**src/rtl/tanh4_rr_scheduler.sv**
```systemverilog
// tanh4_rr_scheduler
// Shares one combinational 4-bit approximate tanh core among NREQ requesters.
// A round-robin arbiter picks one requester per cycle. The accepted operand
// then passes through two registered stages (S1 holds the operand, S2 holds
// the result). Valid/ready backpressure runs through both stages, and every
// result carries the index of the requester it came from.
//
// Optional feature: define TANH4_STATS_EN to add the saturating statistics
// counters o_stat_done and o_stat_stall.
//
// Ports:
//   i_clk         clock, all state updates on the rising edge
//   i_rst         synchronous active-high reset
//   i_req_valid   [NREQ]    per-requester operand valid
//   i_req_data    [4*NREQ]  operand of requester i at bits [4i+3:4i]
//   o_req_ready   [NREQ]    per-requester accept, one-hot or zero
//   o_rsp_valid             result valid
//   o_rsp_data    [4]       tanh core output
//   o_rsp_id      [IDW]     originating requester index
//   i_rsp_ready             consumer accept
//   o_stat_done   [16]      (TANH4_STATS_EN) results handed to the consumer
//   o_stat_stall  [16]      (TANH4_STATS_EN) cycles a valid result waited
module tanh4_rr_scheduler #(
  parameter int NREQ = 4,
  parameter int IDW  = 2
) (
  input  logic              i_clk,
  input  logic              i_rst,
  input  logic [NREQ-1:0]   i_req_valid,
  input  logic [4*NREQ-1:0] i_req_data,
  output logic [NREQ-1:0]   o_req_ready,
  output logic              o_rsp_valid,
  output logic [3:0]        o_rsp_data,
  output logic [IDW-1:0]    o_rsp_id,
  input  logic              i_rsp_ready
`ifdef TANH4_STATS_EN
  ,
  output logic [15:0]       o_stat_done,
  output logic [15:0]       o_stat_stall
`endif
);

  // Approximate tanh lookup. Output bits [1:0] always equal input bit 0.
  function automatic logic [3:0] tanh4(input logic [3:0] x);
    logic [3:0] y;
    case (x)
      4'd0:    y = 4'd0;
      4'd1:    y = 4'd3;
      4'd2:    y = 4'd12;
      4'd3:    y = 4'd3;
      4'd4:    y = 4'd8;
      4'd5:    y = 4'd3;
      4'd6:    y = 4'd12;
      4'd7:    y = 4'd7;
      4'd8:    y = 4'd0;
      4'd9:    y = 4'd3;
      4'd10:   y = 4'd12;
      4'd11:   y = 4'd11;
      4'd12:   y = 4'd4;
      4'd13:   y = 4'd3;
      4'd14:   y = 4'd12;
      default: y = 4'd15;
    endcase
    return y;
  endfunction

  logic              r_s1_valid;
  logic [3:0]        r_s1_data;
  logic [IDW-1:0]    r_s1_id;
  logic              r_s2_valid;
  logic [3:0]        r_s2_data;
  logic [IDW-1:0]    r_s2_id;
  logic [IDW-1:0]    r_ptr;

  logic              w_adv;
  logic              w_s1_load;
  logic [NREQ-1:0]   w_grant;
  logic [IDW-1:0]    w_grant_id;
  logic              w_grant_any;
  logic [3:0]        w_sel_data;
  logic              w_hs;

  // S2 moves whenever it is empty or the consumer takes it; S1 can refill
  // whenever it is empty or S2 is moving.
  assign w_adv     = !r_s2_valid || i_rsp_ready;
  assign w_s1_load = !r_s1_valid || w_adv;

  // Round-robin search starting just after the last granted index, wrapping.
  // The outer loop walks priority order; the inner loop maps the rotated
  // position back to a fixed requester index so every select stays constant.
  always_comb begin
    w_grant     = '0;
    w_grant_id  = '0;
    w_grant_any = 1'b0;
    for (int k = 1; k <= NREQ; k++) begin
      for (int j = 0; j < NREQ; j++) begin
        if (!w_grant_any && (j == ((int'(r_ptr) + k) % NREQ)) && i_req_valid[j]) begin
          w_grant_any = 1'b1;
          w_grant[j]  = 1'b1;
          w_grant_id  = IDW'(j);
        end
      end
    end
  end

  // Operand of the granted requester.
  always_comb begin
    w_sel_data = '0;
    for (int j = 0; j < NREQ; j++) begin
      if (w_grant[j]) begin
        w_sel_data = i_req_data[4*j +: 4];
      end
    end
  end

  // Ready is withheld during reset so nothing is accepted while the pipeline
  // is being flushed.
  assign o_req_ready = (w_s1_load && !i_rst) ? w_grant : '0;
  assign w_hs        = w_grant_any && w_s1_load && !i_rst;

  // Pipeline and arbiter pointer. The pointer resets to NREQ-1 so that
  // requester 0 is first in line after reset.
  always_ff @(posedge i_clk) begin
    if (i_rst) begin
      r_s1_valid <= 1'b0;
      r_s1_data  <= '0;
      r_s1_id    <= '0;
      r_s2_valid <= 1'b0;
      r_s2_data  <= '0;
      r_s2_id    <= '0;
      r_ptr      <= IDW'(NREQ - 1);
    end else begin
      if (w_hs) begin
        r_ptr <= w_grant_id;
      end
      if (w_adv) begin
        r_s2_valid <= r_s1_valid;
        r_s2_data  <= tanh4(r_s1_data);
        r_s2_id    <= r_s1_id;
      end
      if (w_s1_load) begin
        if (w_hs) begin
          r_s1_valid <= 1'b1;
          r_s1_data  <= w_sel_data;
          r_s1_id    <= w_grant_id;
        end else begin
          r_s1_valid <= 1'b0;
          r_s1_data  <= '0;
          r_s1_id    <= '0;
        end
      end
    end
  end

  assign o_rsp_valid = r_s2_valid;
  assign o_rsp_data  = r_s2_data;
  assign o_rsp_id    = r_s2_id;

`ifdef TANH4_STATS_EN
  logic [15:0] r_stat_done;
  logic [15:0] r_stat_stall;

  // Saturating counters of delivered results and of stalled result cycles.
  always_ff @(posedge i_clk) begin
    if (i_rst) begin
      r_stat_done  <= '0;
      r_stat_stall <= '0;
    end else begin
      if (r_s2_valid && i_rsp_ready && (r_stat_done != 16'hFFFF)) begin
        r_stat_done <= r_stat_done + 16'd1;
      end
      if (r_s2_valid && !i_rsp_ready && (r_stat_stall != 16'hFFFF)) begin
        r_stat_stall <= r_stat_stall + 16'd1;
      end
    end
  end

  assign o_stat_done  = r_stat_done;
  assign o_stat_stall = r_stat_stall;
`endif

endmodule
```
**config.mk**
```make
export PLATFORM = sky130hd
export DESIGN_NAME = tanh4_rr_scheduler
export DESIGN_NICKNAME = d
export VERILOG_FILES = /design/src/rtl/tanh4_rr_scheduler.sv
export SDC_FILE = /design/constraint.sdc
export NUM_CORES = 1
export LEC_CHECK = 0
export ABC_AREA = 1
export CAP_MARGIN = 20
export CORE_MARGIN = 4
export CORE_UTILIZATION = 47
export CTS_CLUSTER_DIAMETER = 150
export DETAILED_ROUTE_END_ITERATION = 8
export PLACE_DENSITY_LB_ADDON = 0.1
export SETUP_SLACK_MARGIN = 0.3
export SLEW_MARGIN = 20
export SYNTH_ARGS = -nofsm -noshare
export SYNTH_HDL_FRONTEND = slang
export SYNTH_SLANG_ARGS = --single-unit
```
**constraint.sdc**
```tcl
create_clock -name i_clk -period 3.4 [get_ports i_clk]
set_clock_uncertainty 0.05 [all_clocks]
set_input_delay 1.02 -clock i_clk [delete_from_list [all_inputs] [get_ports i_clk]]
set_output_delay 1.02 -clock i_clk [all_outputs]
set_load 0.005 [all_outputs]
```
[Word-level counts from Yosys, hierarchy flattened]
Memory sizes are Yosys's and may differ from the RTL's. A register that Yosys moved wholly into a read port is not among the register bits.
Index checks and enable logic that the tools add are counted.
Storage, ports and cells
  register bits after elaboration: 12
  memory bits (read-only): 64
  input port bits: 23
  logic and storage cells: 143
  memories: 1
Cells by class
  $add $sub $neg: 4
  equal/unequal tests: 12
  muxes and demuxes: 54
  bitwise operators: 4
  reductions and logical operators: 62
Memory list
  (name not given): words 16, width 4, rd ports 1, clocked after Yosys merged registers in 1, wr ports 0, RTL line 46  | case (x)
Operator list (count)
  logical NOT 32 bit: 4
  logical AND 1 bit: 34
  2-to-1 mux 1 bit: 33
  2-to-1 mux 2 bit: 15
  equality test 3 bit, first input constant: 8
  2-to-1 mux 4 bit: 6
  logical NOT 1 bit: 18
  equality test 2 x 3 -> 1 bit, first input constant: 4
  OR reduction 2 bit: 4
  adder 2 x 1 -> 2 bit, second input constant: 2
  adder 2 bit, second input constant: 2
  bitwise AND 1 bit, first input constant: 4
  logical OR 1 bit: 2

[Logic depth before layout (Yosys ltp)]
  depth after elaboration: 69
  gate-level depth with buffers: 17
  gate-level depth less buffers: 16

[Least setup slack after synthesis]
Ideal clock, no wire load.
  path kind: input to output
  from: input port i_req_valid[3]
  to: output port o_req_ready[3]
  arrival time: 2240 ps
  data required time: 2330 ps
  setup slack: 90 ps
  stages on the path: 11
  path through: nand3_1 -> nand2_4 -> nor2_8 -> nand4_4 -> nor2_4 -> nand4_4 -> nor3_1 -> nand4_1 -> nand2_2 -> inv_6 -> nor2_1
On the way
  longest elaborated chain between the ends: 51
  elaborated cells on any way between the ends: 54
  those cells by class: 17 x mux; 37 x reduce/logical
RTL lines
  start: declaration: RTL line 29  | input logic [NREQ-1:0] i_req_valid,
  logical AND 1 bit: RTL line 97  | if (!w_grant_any && (j == ((int'(r_ptr) + k) % NREQ)) && i_req_valid[j]) begin
  2-to-1 mux 1 bit: RTL line 97
  logical NOT 1 bit: RTL line 97
  logical AND 1 bit (2 in a row): RTL line 97
  2-to-1 mux 1 bit: RTL line 97
  logical NOT 1 bit: RTL line 97
  logical AND 1 bit (2 in a row): RTL line 97
  2-to-1 mux 1 bit: RTL line 97
  [31 not listed]
  2-to-1 mux 1 bit: RTL line 97
  logical NOT 1 bit: RTL line 97
  logical AND 1 bit (2 in a row): RTL line 97
  2-to-1 mux 1 bit: RTL line 97
  logical NOT 1 bit: RTL line 97
  logical AND 1 bit (2 in a row): RTL line 97
  2-to-1 mux 1 bit *: RTL line 97
  2-to-1 mux 4 bit *: RTL line 118  | assign o_req_ready = (w_s1_load && !i_rst) ? w_grant : '0;
  end: declaration: RTL line 31  | output logic [NREQ-1:0] o_req_ready,
Mark *: on every way between the ends. The rest lies on a longest branch, timed or not.

[Final worst setup path]
  from: input port i_req_valid[0]
  to: register r_s1_id[1]
On the way
  longest elaborated chain between the ends: 65
  elaborated cells on any way between the ends: 79
  those cells by class: 31 x mux; 48 x reduce/logical
RTL lines
  logical AND 1 bit: RTL line 97
  2-to-1 mux 1 bit: RTL line 97
  logical NOT 1 bit: RTL line 97
  logical AND 1 bit (2 in a row): RTL line 97
  2-to-1 mux 1 bit: RTL line 97
  logical NOT 1 bit: RTL line 97
  logical AND 1 bit (2 in a row): RTL line 97
  2-to-1 mux 1 bit: RTL line 97
  [44 not listed]
  logical NOT 1 bit: RTL line 97
  logical AND 1 bit (2 in a row): RTL line 97
  2-to-1 mux 1 bit: RTL line 97
  logical NOT 1 bit: RTL line 97
  logical AND 1 bit (2 in a row): RTL line 97
  2-to-1 mux 1 bit: RTL line 97
  logical AND 1 bit (2 in a row): RTL line 119  | assign w_hs = w_grant_any && w_s1_load && !i_rst;
  2-to-1 mux 2 bit *: RTL line 142  | if (w_hs) begin
  end signal: assignment: RTL line 145  | r_s1_id <= w_grant_id;
  end: declaration: RTL line 69  | logic [IDW-1:0] r_s1_id;
Marks and branches as above.
A chain may end at the register's enable or synchronous reset.

==> results.md <==
* Leading cell types in the layout, fill and taps excluded: buf_4, nand2_1, inv_1
* Vias in the first global route at around 1700
* Leakage at approximately 0.0011 uW
* CP Capture Type: flip-flop
* Largest net degree at the start of global routing at 12
* Gpl congestion at about 0.85
* Hold Slack at roughly 0.43 ns
* Synthesized net count at 210
* Worst slew pin tran at between 0.4 and 0.5 ns
* Synth area leaders: dfxtp_1, nand2_1, inv_1
* Clk root buf: clkbuf_4
* Hold crit path type: reg -> reg
* TNS Setup at -1.68 ns
* Area Overhead vs Synth at 83.7%
* Netlist cell types at 32
* Inst Count DP at approximately 280
* Initial DRC Count at 191
* GRT overflow at 0
* Relative slew slack at 0.682
* Period utilization at 1.08
* CTS H-tree depth at 1
* Fmax at about 0.27 GHz
* Worst VDD drop at 0.414 mV
* Final min period at 3.68 ns
* Post-DP HPWL at 2780 um
* First-pass detailed-route iteration total at 4
* Drt total wl at slightly above 5000 um
* Fillers at 109
* Sw Ratio at 0.448
* Clock tree from TritonCTS: done
* Via Count at between 1500 and 2000
* Mapped Cells at approximately 190
* Power Dens Cells at 506 mW/mm^2
* Yosys top cell area share at 0.248
* Die width at about 59 um
* Skew-Pair Late Insertion Delay at around 0.30 ns
* Cell mode on critical path: buf_6
* Pre-CTS setup slack at -0.979 ns
* Reg clk slew, reported paths at 0.09 ns
* Die area at 0.00345 mm^2
* First-pass GRT wire length at between 8000 and 9000 um
* Clock network fraction of total power at 0.096
* Fin cells at between 300 and 400
* Chip Height at around 59 um
* Logic pwr share at 0.695
* NumNets Final at roughly 300
* WL/cell at between 15 and 20 um
* TritonCTS Sinks at 15
* Slowest cell delay on critical path at between 0.15 and 0.2 ns
* Ant diodes at 0
* CORE AREA at approximately 0.0025 mm^2
* Pint at a little over 600 uW
* Max FO, Critical Path at 5
* Startpoint Class: primary input
* Synth area leader: dfxtp_1
* Synth Warn # at 0
* Failing checks: negative setup slack
* Io pins at 34
* Total track usage at 0.324
* Sw power at slightly above 500 uW
* Slowest CP cell: nor2_4
* Arrival time worst endpoint at 3.87 ns
* Row count at 18
* Reg power frac at 0.209
* Post-Syn Area at ~0.0012 mm^2
* Count of buffers from port buffering at 33
* Initial Util at 0.489
* CTS Buf Count at 3
* RSZ-0062 raised after global routing: yes
* Final worst slack at -0.279 ns
* Hold Fails Final Rpt at 0
* Max-cap viol count at 0
* Commonest non-fill, non-tap cell in the layout: buf_4
* Number of synthesized register bits at 15
* DRT antenna net count at 0
* Clk buf depth at 2
* Sequential area share after synthesis at 0.248
* # DRC at 0
* Final Setup Violations at 8
* Antenna violations before repair at 0
* Fraction of layout cells with a size suffix above 1 at 0.425
* Run status: complete, but fails checks
* Setup CP Type: in -> reg
* Req. time, crit path at about 3.6 ns
* Slew Viols, Final at 0
* Via density per instance at about 5.5
* Syn avg cell area at roughly 6.5 um^2
sequential cells by signal, indices dropped and copies added, names as in the netlist:
register and flops:
o_rsp_id 2, o_rsp_valid 1, r_ptr 2, o_rsp_data 3
r_s1_id 2, r_s1_data 4, r_s1_valid 1
metal layers:
metal | wire, um | track usage
met2 | 2570 | 0.565
met5 | 0 | 0
met4 | 224 | 0.149
met1 | 1990 | 0.356
met3 | 399 | 0.0987
critical path: cells and delay by family:
kind                   cells  cell delay, ns
AO/OA/AOI/OAI              2            0.19
buffers and inverters     16            1.69
AND/OR/NAND/NOR            8            0.97
power by group through the flow:
stage | registers (uW) | clock network, uW | logic, uW
after floorplan | 227 | 0 | 375
after detailed placement | 235 | 0 | 581
after CTS | 231 | 104 | 707
after global placement | 234 | 0 | 566
final | 236 | 108 | 782
after global routing | 237 | 120 | 843
synth_stat cells:
cell        n
o21ai_1     2
nand3_2     6
nand4_2     1
inv_1      31
nor3b_1     1
nand2_2     3
nor2_2      1
nand3b_1    2
nand2_4     3
nand4_1     1
o21ai_0     6
nor2_4      2
buf_4       2
nand2_1    44
nor3_1      3
a21oi_1    14
inv_2       2
nand3_1     9
nor3_2      1
inv_4       1
a21oi_2     4
o2111ai_1   1
nor4_1      2
nor2_1     20
dfxtp_1    15
o211ai_1    1
clkinv_1    2
nand4_4     2
a211oi_1    2
buf_2       1
inv_6       1
nor2_8      1
cells by family (layout without fill, tap and decap cells):
logic type	count (synthesis)	count (layout)	share of synthesized area
buf+inv	40	133	0.137
flops	15	15	0.248
simple gates	102	102	0.469
compound gates	30	30	0.146
area by class of cell:
class                   instances  area (um^2)  area share
clock buffers                   4         26.3      0.0118
inverters                      37          151      0.0681
multi-input cells             132          887       0.399
flip-flops and latches         15          300       0.135
well taps                      30         37.5      0.0169
repair buffers                 92          822       0.370
path summary, 6_finish.rpt:
check,from,end,slack (ns),cells after the start
worst min register to register,r_s1_valid$_SDFFE_PP0N_,o_rsp_valid$_SDFFE_PP0P_,0.43,2
worst max register to register,r_ptr[0]$_SDFFE_PP1P_,r_s1_id[1]$_SDFFE_PP0N_,-0.13,26
worst min-delay path,r_s1_valid$_SDFFE_PP0N_,o_rsp_valid$_SDFFE_PP0P_,0.43,2
worst max-delay path,i_req_valid[0],r_s1_id[1]$_SDFFE_PP0N_,-0.28,26
what timing repair did:
action | in CTS | in global routing
buffers inserted | 25 | 3
gates resized for setup | 74 | 5
endpoints found under the setup margin | 4 | 8
cloned | 0 | 0
hold buffers | 0 | 0
pin swaps | 20 | 9
through the flow:
step / area, um^2 / utilization / total power [uW]
2_1_floorplan: 1270 / - / 602
3_3_place_gp: 1850 / 0.745 / 800
3_5_place_dp: 1850 / 0.745 / 816
4_1_cts: 2190 / 0.885 / 1040
5_1_grt: 2220 / 0.898 / 1200
6_report: 2220 / 0.898 / 1130
Power figures use the tool's default switching activity.
==> RTL edit 1 (config.mk and constraints unchanged) <==
Add a define of `TANH4_STATS_EN`.
--- a/src/rtl/tanh4_rr_scheduler.sv
+++ b/src/rtl/tanh4_rr_scheduler.sv
@@ -20,6 +20,8 @@
 //   i_rsp_ready             consumer accept
 //   o_stat_done   [16]      (TANH4_STATS_EN) results handed to the consumer
 //   o_stat_stall  [16]      (TANH4_STATS_EN) cycles a valid result waited
+`define TANH4_STATS_EN
+
 module tanh4_rr_scheduler #(
   parameter int NREQ = 4,
   parameter int IDW  = 2
New outputs: o_stat_done and o_stat_stall. Function: not settled (the Yosys comparison gave no result); the edit may change what the design does.
==> RTL edit 1 against the unedited design <==
- the flow still finishes with violations (negative setup slack)
- setup slack gained 0.050 ns
- sequential power grew to 2.5 times the old value
- via count grew 75%
- core utilization shrank 9.6 points
- design area grew 89%
- sequential share of layout area grew 8.9 points
- total power grew 35%
- synthesized area grew 120%
- sequential cell count grew 32
- cell count grew 93%
- routed wire length grew 55%
- first-iteration DRC count shrank 20%
==> RTL edit 1: results (changes against the unedited design) <==
POWER
-----------------------------------------------------------------------
Total power                                                     1520 uW   +35%
Sequential fraction of design power                               0.391   +0.182
Power density over cell area                                361 nW/um^2   -29%
Cell leakage power                                           0.00181 uW   +70%
Largest voltage drop on the vdd net                            0.188 mV   -55%
Switching power of the nets                                      454 uW   -10%
Combinational logic power                                        530 uW   -32%

GRT
-----------------------------------------------------------------------
Wire length of the first global-routing pass                   13000 um   +54%
Total global-route track usage                                    0.247   -0.0772
Number of global-route vias before repair                          2888   +65%
Met3 track demand over resource in global routing                0.0412   -0.0575

PLACEMENT
-----------------------------------------------------------------------
Half-perimeter wire length after placement                      5360 um   +93%
Post-place instance area                                      3670 um^2   +99%

LAYOUT
-----------------------------------------------------------------------
Multi-input logic area                                        1490 um^2   +68%
Number of nets at the end of the flow                               553   +82%
Fill cell count                                                     365   +230%
Proportion of final cell area spent on non-clock buffers          0.311   -0.0580
Proportion of layout cells with a drive suffix above 1            0.269   -0.156
Clkbuf count                                                          6   +2

DIE
-----------------------------------------------------------------------
Die boundary width                                              82.5 um   +40%

ROUTING
-----------------------------------------------------------------------
Wire length on met3                                              418 um   +4.8%
Wire length on met1                                             3490 um   +76%
Vias                                                               3004   +75%
Detail-routed via count per cell                                   5.02   -9.0%
Detailed-routed wire length on met2                             3960 um   +54%

STA
-----------------------------------------------------------------------
Final critical-path setup slack                               -0.229 ns   +0.0504 ns
Actual transition at the worst max-transition pin              0.393 ns   -0.0828 ns
# setup viols final                                                   8   unchanged

YOSYS
-----------------------------------------------------------------------
Nets in the synthesized netlist                                     407   +94%
Post-synthesis sequential element count                              47   +32
Sequential-to-total area share from yosys stat                    0.361   +0.113
Biggest area contributors in the synthesized netlist       dfxtp_1 (36%), nand2_1 (9.2%), inv_1 (8.9%)

STATUS
-----------------------------------------------------------------------
Status                                                     complete, but fails checks
Violated checks                                            negative setup slack

WORST SETUP PATH
-----------------------------------------------------------------------
Endpoint arrival time on the critical path                      3.81 ns   -0.06 ns

==> RTL edit 1: changes by cell type after synthesis, sizes merged, moves of 5 or more <==
cell and delta:
nor3 +12, o21a +5, inv +33, dfxtp +32, nand2 +20, nand4 +7
a21oi +17, nand3 +11, o21ai +11, nor2 +26
==> RTL edit 1: what timing repair did <==
| item | 4_1_cts | 5_1_grt |
|---|---|---|
| pin swaps | 16 | 7 |
| gates resized for setup | 60 | 8 |
| buffers inserted | 38 | 5 |
| endpoints found under the setup margin | 4 | 10 |
| gates cloned | 0 | 0 |
==> RTL edit 1: critical path: stages <==
cell,delay [ns]
buf_6,0.10
nand3_4,0.06
nand2_4,0.06
nor2_4,0.13
nand4_4,0.10
nor2_4,0.14
nand4_4,0.11
nor3_2,0.14
nand4_1,0.15
buf_4,0.17
buf_6,0.10
buf_6,0.10
buf_6,0.10
buf_6,0.10
buf_6,0.11
buf_6,0.10
buf_6,0.10
buf_6,0.11
buf_6,0.11
buf_6,0.10
buf_6,0.10
buf_6,0.10
buf_6,0.10
nand4_1,0.07
nand2_1,0.08
a21oi_1,0.11
==> RTL edit 1: kinds of logic (layout without fill, tap and decap cells) <==
group	Yosys count	count (layout)	share of synthesized area
AO/OA/AOI/OAI	70	70	0.157
XOR/XNOR	2	2	0.00672
adder cells (fa/ha/maj)	2	2	0.00959
buffers and inverters	77	223	0.114
flip-flops	47	47	0.361
AND/OR/NAND/NOR	184	184	0.352
==> RTL edit 1: path summary, 6_finish.rpt <==
path / startpoint / slack (ns) / depth (start not counted) / end
worst min register to register: r_s1_id[1] / 0.42 / 2 / r_s1_id[1]
worst max-delay path: i_req_valid[0] / -0.23 / 26 / r_s1_id[1]
worst max register to register: r_ptr[1] / 0.04 / 26 / r_s1_id[1]
worst min-delay path: r_s1_id[1] / 0.42 / 2 / r_s1_id[1]
==> RTL edit 2 (same flow settings) <==
Made on the original files. Change the parameter `NREQ` from 4 to 3. Comments in the files are not updated.
--- a/src/rtl/tanh4_rr_scheduler.sv
+++ b/src/rtl/tanh4_rr_scheduler.sv
@@ -21,7 +21,7 @@
 //   o_stat_done   [16]      (TANH4_STATS_EN) results handed to the consumer
 //   o_stat_stall  [16]      (TANH4_STATS_EN) cycles a valid result waited
 module tanh4_rr_scheduler #(
-  parameter int NREQ = 4,
+  parameter int NREQ = 3,
   parameter int IDW  = 2
 ) (
   input  logic              i_clk,
Ports: changed (resized i_req_data, i_req_valid and o_req_ready); port bits go from 34 to 28. No check against the original RTL was run, so the function may have changed too.
==> RTL edit 2 against the unedited design <==
- combinational power is 3.5% higher
- design area shrank 26%
- sequential cell count is the same
- total power is 2.8% higher
- worst hold slack lost 0.0081 ns
- critical path depth fell by 17
- routed wire length decreased by 42%
- setup slack gained 0.55 ns
- synthesized area is 19% lower
- critical endpoint is now o_req_ready[1]
- largest power group unchanged
==> RTL edit 2: results (changes against the unedited design) <==
ROUTING
--------------------------------------------------------------------------------------------------
Overall routed net length                                                                  3030 um   -42%
Violation count after the first detailed-routing iteration                                      36   -81%
Routed wire per std cell                                                                   13.2 um   -21%
Detail-routed via count per cell                                                              4.97   -10%

FLOW RUN
--------------------------------------------------------------------------------------------------
Max-capacitance violation count                                                                  0   unchanged

WORST SETUP PATH
--------------------------------------------------------------------------------------------------
Crit-path max FO                                                                                 3   -2
Endpoint arrival time on the critical path                                                 2.06 ns   -1.81 ns
FF-to-FF Start                                                                            r_ptr[0]

LAYOUT
--------------------------------------------------------------------------------------------------
Flip-flop count of the largest register, all copies and words added                              4   unchanged
Proportion of layout cells with a drive suffix above 1                                       0.396   -0.0290
Fill cell count                                                                                122   +12%

STATUS
--------------------------------------------------------------------------------------------------
Status                                                                                finished, final reports clean

YOSYS
--------------------------------------------------------------------------------------------------
Biggest area contributors in the synthesized netlist                                  dfxtp_1 (31%), nand2_1 (12%), a21oi_1 (8.2%)
Nets in the synthesized netlist                                                                162   -23%
Compound-Gate Fraction of Synth Area                                                         0.183   +0.0378
Sequential-to-total area share from yosys stat                                               0.306   +0.0578
Predominant post-synthesis flop cell                                                       dfxtp_1
Count of yosys warnings during synthesis                                                         0   unchanged
Number of unique standard cell types used by synthesis                                          24   -25%
Synth cell count leaders                                                              nand2_1 (31), inv_1 (21), a21oi_1 (16)
Synthesized-area fraction occupied by adder cells                                           0.0382   +0.0382
Synthesized-area fraction occupied by xor and xnor cells                                         0   unchanged
Mapped Avg Cell Area                                                                     6.97 um^2   +7.6%

POWER
--------------------------------------------------------------------------------------------------
Largest voltage drop on the vdd net                                                       0.581 mV   +40%
Cell leakage power                                                                     0.000762 uW   -29%

PLACEMENT
--------------------------------------------------------------------------------------------------
Final weighted congestion in routability-driven placement                                    0.762   -11%
Post-place instance area                                                                 1440 um^2   -22%
Half-perimeter wire length after placement                                                 1930 um   -30%
IO buf count                                                                                    27   -18%
Placed cell count                                                                              215   -23%
Setup slack after placement                                                              -0.471 ns   +0.509 ns

CLOCK TREE
--------------------------------------------------------------------------------------------------
Clk_lat worst skew                                                                         0.27 ns   -0.03 ns
Number of buffers between clock root and the deepest sink                                        2   unchanged
Number of H-tree levels                                                                          1   unchanged
Clock transition time at the flip-flop clock pins of the worst setup and hold paths        0.09 ns   about the same

MIN PATH
--------------------------------------------------------------------------------------------------
Start point of the worst min-delay path                                                 r_s1_id[0]

GRT
--------------------------------------------------------------------------------------------------
Initial antenna violation count                                                                  0   unchanged
Number of global-route vias before repair                                                     1144   -35%
Wire length of the first global-routing pass                                               4570 um   -46%
Total global-route track usage                                                               0.214   -0.110
Maximum number of pins on one net before global-route repair                                    11   -1

STA
--------------------------------------------------------------------------------------------------
Actual transition at the worst max-transition pin                                         0.346 ns   -0.130 ns

-- RTL edit 2: cell types whose count changed after synthesis, sizes merged, moves of 3 or more --
cell   before  now
ha          0    3
inv        35   26
nand2      50   35
nand3      15    8
nor2       24   16
nor3        4    1
-- RTL edit 2: cells by family (layout without fill, tap and decap cells) --
kind of cell               count (synthesis)  count (layout)
adders and majority gates                  3               3
buffers and inverters                     28              89
and+or+nand+nor                           65              65
DFF                                       15              15
AOI/OAI and AO/OA                         30              30
-- RTL edit 2: layout make-up --
class                           count  share of cell area
Multi-Input combinational cell     98               0.403
Timing Repair Buffer               59               0.314
Sequential cell                    15               0.184
Inverter                           26              0.0612
Tap cell                           27              0.0207
Clock buffer                        4              0.0161
-- RTL edit 2: power by group --
group          switching (uW)  internal, uW  total (uW)
Combinational             407           402         809
Sequential               32.3           221         253
Clock                    50.5          45.4        95.9
Total                     490           668        1160
-- RTL edit 2: through the flow --
step | total power [uW] | utilization
6_report | 1160 | 0.825
3_5_place_dp | 871 | 0.727
4_1_cts | 1050 | 0.778
3_3_place_gp | 851 | 0.727
2_1_floorplan | 617 | -
5_1_grt | 1240 | 0.825
-- RTL edit 2: path summary, 6_finish.rpt --
| kind | endpoint | slack, ns | cells past startpoint |
|---|---|---|---|
| hold / removal | r_s1_id[0] | 0.42 | 2 |
| setup reg to reg | r_s1_data[0] | 1.25 | 13 |
| hold reg to reg | r_s1_id[0] | 0.42 | 2 |
| setup / recovery | o_req_ready[1] | 0.27 | 9 |
-- RTL edit 2: what timing repair did --
action                                  in CTS  in global routing
buffers inserted                             6                  4
endpoints found under the setup margin       3                  3
resized for setup                           38                 19
pin swaps                                    9                 15
-- RTL edit 2: metal layers --
layer / part of all wire / up-vias / GRT usage / routed length, um
li1: - / 574 / - / -
met1: 0.38 / 508 / 0.208 / 1150
met2: 0.54 / 41 / 0.407 / 1630
met3: 0.048 / 14 / 0.0471 / 147
met4: 0.037 / 0 / 0.123 / 112
met5: 0 / - / 0 / 0
-- RTL edit 2: critical path, stage by stage --
cell,delay [ns]
buf_6,0.12
nand2_8,0.08
buf_4,0.10
buf_4,0.10
nand4_1,0.10
o21ai_2,0.22
nor2_4,0.06
nor2_4,0.13
buf_6,0.11
